## src/rtl/io_uart.sv

```systemverilog
// 8N1 UART peripheral on the core's 8-bit IO port bus: four ports at BASE_ADDR,
// TX/RX FIFOs, programmable baud divisor and a registered level interrupt.
module io_uart #(
   parameter logic [7:0] BASE_ADDR  = 8'h10,
   parameter int         FIFO_DEPTH = 4,
   parameter logic [7:0] DIV_RESET  = 8'd16
) (
   input  logic       clk_i,
   input  logic       rst_i,
   input  logic [7:0] io_addr_i,
   input  logic [7:0] io_data_i,
   input  logic       io_we_i,
   output logic [7:0] io_data_o,
   output logic       irq_o,
   output logic       uart_tx_o,
   input  logic       uart_rx_i
);
   localparam int            AW       = $clog2(FIFO_DEPTH);
   localparam logic [AW:0]   LV_DEPTH = (AW+1)'(FIFO_DEPTH);

   typedef enum logic [1:0] {S_IDLE, S_START, S_DATA, S_STOP} state_t;

   logic         w_sel, w_wr_data, w_wr_ctrl, w_wr_div, w_clr;
   logic [7:0]   r_div;
   logic         r_rx_ie, r_tx_ie, r_ovr, r_ferr, r_irq;

   assign w_sel     = (io_addr_i[7:2] == BASE_ADDR[7:2]);
   assign w_wr_data = io_we_i & w_sel & (io_addr_i[1:0] == 2'd0);
   assign w_wr_ctrl = io_we_i & w_sel & (io_addr_i[1:0] == 2'd2);
   assign w_wr_div  = io_we_i & w_sel & (io_addr_i[1:0] == 2'd3);
   assign w_clr     = w_wr_ctrl & io_data_i[3];

   // TX FIFO
   logic [7:0]    r_tx_mem [FIFO_DEPTH];
   logic [AW-1:0] r_tx_wp, r_tx_rp;
   logic [AW:0]   r_tx_cnt;
   logic          w_tx_empty, w_tx_full, w_tx_push, w_tx_load, w_tx_idle;

   assign w_tx_empty = (r_tx_cnt == '0);
   assign w_tx_full  = (r_tx_cnt == LV_DEPTH);
   assign w_tx_push  = w_wr_data & ~w_tx_full;

   always_ff @(posedge clk_i) begin
      if (w_tx_push) r_tx_mem[r_tx_wp] <= io_data_i;
   end

   always_ff @(posedge clk_i) begin
      if (rst_i) begin
         r_tx_wp  <= '0;
         r_tx_rp  <= '0;
         r_tx_cnt <= '0;
      end else begin
         if (w_tx_push) r_tx_wp <= r_tx_wp + 1'b1;
         if (w_tx_load) r_tx_rp <= r_tx_rp + 1'b1;
         case ({w_tx_push, w_tx_load})
            2'b10:   r_tx_cnt <= r_tx_cnt + 1'b1;
            2'b01:   r_tx_cnt <= r_tx_cnt - 1'b1;
            default: ;
         endcase
      end
   end

   // TX FSM
   state_t     r_tx_st, w_tx_st_nxt;
   logic [7:0] r_tx_clk, r_tx_div, r_tx_sh;
   logic [2:0] r_tx_bit;
   logic       r_tx_o, w_tx_tick;

   assign w_tx_tick = (r_tx_clk == r_tx_div - 8'd1);
   assign w_tx_idle = w_tx_empty & (r_tx_st == S_IDLE);

   always_ff @(posedge clk_i) begin
      if (rst_i) r_tx_st <= S_IDLE;
      else       r_tx_st <= w_tx_st_nxt;
   end

   always_comb begin
      w_tx_st_nxt = r_tx_st;
      w_tx_load   = 1'b0;
      case (r_tx_st)
         S_IDLE:  if (!w_tx_empty) begin
                     w_tx_load   = 1'b1;
                     w_tx_st_nxt = S_START;
                  end
         S_START: if (w_tx_tick) w_tx_st_nxt = S_DATA;
         S_DATA:  if (w_tx_tick && r_tx_bit == 3'd7) w_tx_st_nxt = S_STOP;
         S_STOP:  if (w_tx_tick) begin
                     // Back-to-back frames reload straight from STOP.
                     w_tx_load   = ~w_tx_empty;
                     w_tx_st_nxt = w_tx_empty ? S_IDLE : S_START;
                  end
         default: w_tx_st_nxt = S_IDLE;
      endcase
   end

   always_ff @(posedge clk_i) begin
      if (rst_i) begin
         r_tx_o   <= 1'b1;
         r_tx_clk <= '0;
         r_tx_bit <= '0;
      end else if (w_tx_load) begin
         r_tx_sh  <= r_tx_mem[r_tx_rp];
         r_tx_div <= r_div;
         r_tx_clk <= '0;
         r_tx_o   <= 1'b0;
      end else if (r_tx_st != S_IDLE) begin
         r_tx_clk <= w_tx_tick ? 8'd0 : r_tx_clk + 8'd1;
         if (w_tx_tick) begin
            case (r_tx_st)
               S_START: begin
                  r_tx_bit <= '0;
                  r_tx_o   <= r_tx_sh[0];
               end
               S_DATA: begin
                  if (r_tx_bit == 3'd7) begin
                     r_tx_o <= 1'b1;
                  end else begin
                     r_tx_bit <= r_tx_bit + 3'd1;
                     r_tx_sh  <= {1'b0, r_tx_sh[7:1]};
                     r_tx_o   <= r_tx_sh[1];
                  end
               end
               default: ;
            endcase
         end
      end
   end

   // RX synchroniser, falling-edge detect and FSM
   logic       r_rx_s1, r_rx_s2, r_rx_s3, w_rx_fall;
   state_t     r_rx_st, w_rx_st_nxt;
   logic [7:0] r_rx_clk, r_rx_div, r_rx_sh;
   logic [2:0] r_rx_bit;
   logic       w_rx_half, w_rx_tick, w_rx_done, w_ferr_set;

   assign w_rx_fall = r_rx_s3 & ~r_rx_s2;
   assign w_rx_half = (r_rx_clk == (r_rx_div >> 1) - 8'd1);
   assign w_rx_tick = (r_rx_clk == r_rx_div - 8'd1);

   always_ff @(posedge clk_i) begin
      if (rst_i) r_rx_st <= S_IDLE;
      else       r_rx_st <= w_rx_st_nxt;
   end

   always_comb begin
      w_rx_st_nxt = r_rx_st;
      w_rx_done   = 1'b0;
      w_ferr_set  = 1'b0;
      case (r_rx_st)
         S_IDLE:  if (w_rx_fall) w_rx_st_nxt = S_START;
         S_START: if (w_rx_half) w_rx_st_nxt = r_rx_s2 ? S_IDLE : S_DATA;
         S_DATA:  if (w_rx_tick && r_rx_bit == 3'd7) w_rx_st_nxt = S_STOP;
         S_STOP:  if (w_rx_tick) begin
                     // A bad stop bit re-arms only after the line returns high,
                     // which the falling-edge detector enforces by itself.
                     w_rx_st_nxt = S_IDLE;
                     w_rx_done   = r_rx_s2;
                     w_ferr_set  = ~r_rx_s2;
                  end
         default: w_rx_st_nxt = S_IDLE;
      endcase
   end

   always_ff @(posedge clk_i) begin
      if (rst_i) begin
         r_rx_s1  <= 1'b1;
         r_rx_s2  <= 1'b1;
         r_rx_s3  <= 1'b1;
         r_rx_clk <= '0;
         r_rx_bit <= '0;
      end else begin
         r_rx_s1 <= uart_rx_i;
         r_rx_s2 <= r_rx_s1;
         r_rx_s3 <= r_rx_s2;
         case (r_rx_st)
            S_IDLE: if (w_rx_fall) begin
                       r_rx_div <= r_div;
                       r_rx_clk <= '0;
                    end
            S_START: begin
               r_rx_clk <= w_rx_half ? 8'd0 : r_rx_clk + 8'd1;
               if (w_rx_half) r_rx_bit <= '0;
            end
            S_DATA: begin
               r_rx_clk <= w_rx_tick ? 8'd0 : r_rx_clk + 8'd1;
               if (w_rx_tick) begin
                  r_rx_sh  <= {r_rx_s2, r_rx_sh[7:1]};
                  r_rx_bit <= r_rx_bit + 3'd1;
               end
            end
            default: r_rx_clk <= w_rx_tick ? 8'd0 : r_rx_clk + 8'd1;
         endcase
      end
   end

   // RX FIFO: a same-cycle pop frees the slot for a push into a full FIFO
   logic [7:0]    r_rx_mem [FIFO_DEPTH];
   logic [AW-1:0] r_rx_wp, r_rx_rp;
   logic [AW:0]   r_rx_cnt;
   logic          w_rx_empty, w_rx_full, w_rx_push, w_rx_pop, w_ovr_set;

   assign w_rx_empty = (r_rx_cnt == '0);
   assign w_rx_full  = (r_rx_cnt == LV_DEPTH);
   assign w_rx_pop   = w_wr_ctrl & io_data_i[0] & ~w_rx_empty;
   assign w_rx_push  = w_rx_done & (~w_rx_full | w_rx_pop);
   assign w_ovr_set  = w_rx_done & w_rx_full & ~w_rx_pop;

   always_ff @(posedge clk_i) begin
      if (w_rx_push) r_rx_mem[r_rx_wp] <= r_rx_sh;
   end

   always_ff @(posedge clk_i) begin
      if (rst_i) begin
         r_rx_wp  <= '0;
         r_rx_rp  <= '0;
         r_rx_cnt <= '0;
         r_div    <= DIV_RESET;
         r_rx_ie  <= 1'b0;
         r_tx_ie  <= 1'b0;
         r_ovr    <= 1'b0;
         r_ferr   <= 1'b0;
         r_irq    <= 1'b0;
      end else begin
         if (w_rx_push) r_rx_wp <= r_rx_wp + 1'b1;
         if (w_rx_pop)  r_rx_rp <= r_rx_rp + 1'b1;
         case ({w_rx_push, w_rx_pop})
            2'b10:   r_rx_cnt <= r_rx_cnt + 1'b1;
            2'b01:   r_rx_cnt <= r_rx_cnt - 1'b1;
            default: ;
         endcase
         if (w_wr_div) r_div <= (io_data_i < 8'd2) ? 8'd2 : io_data_i;
         if (w_wr_ctrl) begin
            r_rx_ie <= io_data_i[1];
            r_tx_ie <= io_data_i[2];
         end
         r_ovr  <= w_ovr_set  | (r_ovr  & ~w_clr);
         r_ferr <= w_ferr_set | (r_ferr & ~w_clr);
         r_irq  <= (r_rx_ie & ~w_rx_empty) | (r_tx_ie & w_tx_idle);
      end
   end

   always_comb begin
      io_data_o = 8'h00;
      if (w_sel) begin
         case (io_addr_i[1:0])
            2'd0: io_data_o = w_rx_empty ? 8'h00 : r_rx_mem[r_rx_rp];
            2'd1: io_data_o = {2'b00, r_ferr, r_ovr, w_tx_full, w_tx_idle,
                               w_rx_full, ~w_rx_empty};
            2'd2: io_data_o = {5'b0, r_tx_ie, r_rx_ie, 1'b0};
            default: io_data_o = r_div;
         endcase
      end
   end

   assign irq_o     = r_irq;
   assign uart_tx_o = r_tx_o;

endmodule

```

## config.mk

```make
export PLATFORM = sky130hd
export DESIGN_NAME = io_uart
export DESIGN_NICKNAME = d
export VERILOG_FILES = /design/src/rtl/io_uart.sv
export SDC_FILE = /design/constraint.sdc
export NUM_CORES = 1
export LEC_CHECK = 0
export CAP_MARGIN = 10
export CORE_AREA = 2 2 111 113
export CTS_CLUSTER_DIAMETER = 30
export DETAILED_ROUTE_END_ITERATION = 8
export DIE_AREA = 0 0 113 115
export DONT_BUFFER_PORTS = 1
export PLACE_DENSITY = 0.78
export SETUP_SLACK_MARGIN = 0.1
export SYNTH_ARGS = -nofsm -noshare
export SYNTH_HDL_FRONTEND = slang
export SYNTH_SLANG_ARGS = --single-unit
```

## constraint.sdc

```tcl
create_clock -name clk_i -period 4 [get_ports clk_i]
set_clock_uncertainty 0.1 [all_clocks]
set_input_delay 0.2 -clock clk_i [delete_from_list [all_inputs] [get_ports clk_i]]
set_output_delay 0.2 -clock clk_i [all_outputs]
set_load 0.02 [all_outputs]
```

==> impl_metrics.toml <==
[global_route]
use_met2_pct = 41.4
antenna_found_initial = 0
grtUsageMet1_pct = 31.5
busiest_layer = "met2"
gr-total-overflow = 0
grt_pass1_wl_mm = 24.5
grt_max_degree = 68
grt_usage_pct = 24.6
grt_pass1_vias = 4700
use_met3_pct = 6.11

[yosys]
muxShareOfSynthArea_pct = 9.13
synth-compound-area-share_pct = 7.73
synthXorXnorAreaFrac_pct = 5.48
synth_nets = 652
ys_warn_count = 0
synth_edf_count = 96
syn_area_um2 = 7440
synth.distinct_cells = 73
avgSynthCellArea_um2 = 12.2
synth_cells = 608
synthArstFlopShare_pct = 0
ys_seq_elements = 157
synth_fa_ha_area_share_pct = 4.24
synth_top_family_by_area = "simple AND/OR/NAND/NOR gates"
synth-simple-area-share_pct = 15.1
ys.flop_type = "edfxtp_1"
seq_area_frac_synth_pct = 55.1

[layout]
antenna_cells = 0
syn2layout_area_growth_pct = 10.2
num-fill-cells = 775
final_common_cell = "edfxtp_1"
most-common-layout-cells = "edfxtp_1 (96), dfxtp_1 (61), nor2_1 (56), inv_1 (30), nand2_1 (28)"
drive_above_1_share_pct = 13.4
nets = 660
final_cells = 776

[critical_path]
endpoint_kind = "register"
r2r_start = "r_rx_div[3]$_DFFE_PP_"
critPathSlowestCell = "edfxtp_1"
cp.required_ns = 4.20
critPathMaxFanout = 10
arrival_ns = 3.85
startpoint_type = "register"
worstPathCellList = "nor4_1 -> xnor2_1 -> a31oi_1 -> nor4b_1 -> buf_4 -> or4_1 -> fa_1 -> nand2_1 -> a2bb2oi_1 -> mux2_2"
r2r_end = "r_rx_cnt[2]$_SDFFE_PP0P_"
r2r_cells = 10
critPathMaxStageDelay_ns = 0.53
rrSetupSlack_ns = 0.35
worstSetupPathType = "register to register"

[timing]
fin_crit_ns = 3.65
max_freq_ghz = 0.274
finalHoldViolCount = 0
fin_crit_sh_pct = 91.2
tns_ns = 0
worst_pin_slew_ns = 0.875
maxSlewViolCount = 0
finalSetupViolations = 0
slew_headroom_pct = 41.3
setup_ws_ns = 0.351
rsz0062_at_grt = "no"

[floorplanning]
die_x_um = 113
rows = 40
die_h_um = 115
initial_core_util_pct = 63.0
die_area_um2 = 13000
core_area_um2 = 11800
ios = 30

[placement]
gp_congestion = 0.808
dpl.hpwl_mm = 10.0
io_buffers = 0
place_ws_ns = 0.427
dp.cells = 733

[cts]
clkSinkCount = 157
insertion_delay_ns = 0.42
clk_pin_slew_ns = 0.06
cts_buffer_depth = 2
clock-root-buffer = "clkbuf_16"
cts_max_level = 4
tritoncts = "yes"
cts_buffers = 17

[route]
drt-vias-per-instance = 6.11
totalWireLength_mm = 15.0
drt-initial-drc-count = 371
ant_nets = 0
dr_total_vias = 4738
detail_route.first_pass.iterations = 5
wire_per_inst_um = 19.4
drc = 0

[pwr]
leakagePower_nw = 2.81
p_per_area_nw_per_um2 = 433
ir_drop_v = 0.000448

[min_path]
worstHoldPathCells = 6
min_path_type = "input pin to register"
hp-start = "io_data_i[3]"
whs_endpoint = "r_div[0]$_SDFFE_PP0P_"

[run_status]
status = "finished clean"

[flow_run]
drv_cap = 0
-- cell usage after synthesis, types with 14 or more instances --
library cell	number	area, um^2
edfxtp_1	96	2880
dfxtp_1	61	1220
nor2_1	56	210
inv_1	30	113
nand2_1	28	105
xor2_1	24	210
ha_1	22	275
xnor2_1	20	175
clkbuf_1	19	71.3
mux4_2	16	360
nor4_1	15	93.8
a21oi_1	14	70.1
nor3_1	14	70.1
-- repair_timing --
action                                  in CTS  in global routing
hold buffers                                11                  0
endpoints found under the setup margin       0                  0
hold endpoints to repair                    99                  0
setup buffers                                0                  0
gates resized for setup                      0                  0
-- worst max-delay path, delay by kind of cell (launching register included) --
family | cells | cell delay [ns]
AO/OA/AOI/OAI | 2 | 0.68
adder cells (fa/ha/maj) | 1 | 0.41
buffers and inverters | 1 | 0.18
flip-flops | 1 | 0.53
multiplexers | 1 | 0.36
AND/OR/NAND/NOR | 4 | 1.15
XOR/XNOR | 1 | 0.13
-- worst max path at each step --
stage                               start                       end  slack [ns]
floorplan           r_tx_div[0]$_DFFE_PP_  r_tx_cnt[2]$_SDFFE_PP0P_        0.53
global placement    r_tx_div[0]$_DFFE_PP_  r_tx_cnt[2]$_SDFFE_PP0P_        0.60
detailed placement  r_rx_div[3]$_DFFE_PP_  r_rx_cnt[2]$_SDFFE_PP0P_        0.43
CTS                 r_rx_div[3]$_DFFE_PP_  r_rx_cnt[2]$_SDFFE_PP0P_        0.38
global route        r_rx_div[3]$_DFFE_PP_  r_rx_cnt[2]$_SDFFE_PP0P_        0.13
finish              r_rx_div[3]$_DFFE_PP_  r_rx_cnt[2]$_SDFFE_PP0P_        0.35
-- report_power, final --
group | internal (mW) | switching [mW] | leakage, nW
Combinational | 0.140 | 0.172 | 1.19
Clock | 0.843 | 0.614 | 0.248
Sequential | 1.74 | 0.0457 | 1.37
-- cell families after synthesis --
logic type	after synthesis
compound gates	79
xor+xnor	45
fa+ha+maj	24
buf+inv	57
flops	157
mux	44
simple gates	202
-- area by class of cell --
type	instances	area, um^2	area share (%)
Clock inverter	13	100	1.22
Timing Repair Buffer	16	165	2.01
Tap cell	147	184	2.24
Sequential cell	157	4100	50.0
Inverter	30	113	1.37
Clock buffer	19	433	5.28
Multi-Input combinational cell	394	3110	37.9
-- metrics by stage --
| stage | cell area, um^2 | util [%] | hold WS (ns) | power [mW] |
|---|---|---|---|---|
| floorplan | 7440 | - | 0.199 | 2.06 |
| global placement | 7540 | 63.9 | 0.178 | 2.09 |
| detailed placement | 7540 | 63.9 | 0.180 | 2.10 |
| CTS | 8210 | 69.5 | 0.0103 | 3.57 |
| global route | 8210 | 69.5 | 0.0336 | 3.69 |
| finish | 8210 | 69.5 | 0.0307 | 3.56 |
-- registers in the layout (all words and copies together), names as in the netlist, 8 cells and up, named ones only --
| signal | count |
|---|---|
| r_rx_mem | 32 |
| r_tx_sh | 8 |
| r_rx_clk | 8 |
| r_tx_clk | 8 |
| r_tx_mem | 32 |
| r_rx_div | 8 |
| r_tx_div | 8 |
| r_div | 8 |
| r_rx_sh | 8 |
-- metal layers --
metal,part of all wire [%],wire length (um)
met3,5.1,764
met1,43,6400
met5,0,0
met2,51,7670
met4,1.2,185
(Power assumes the default switching activity.)
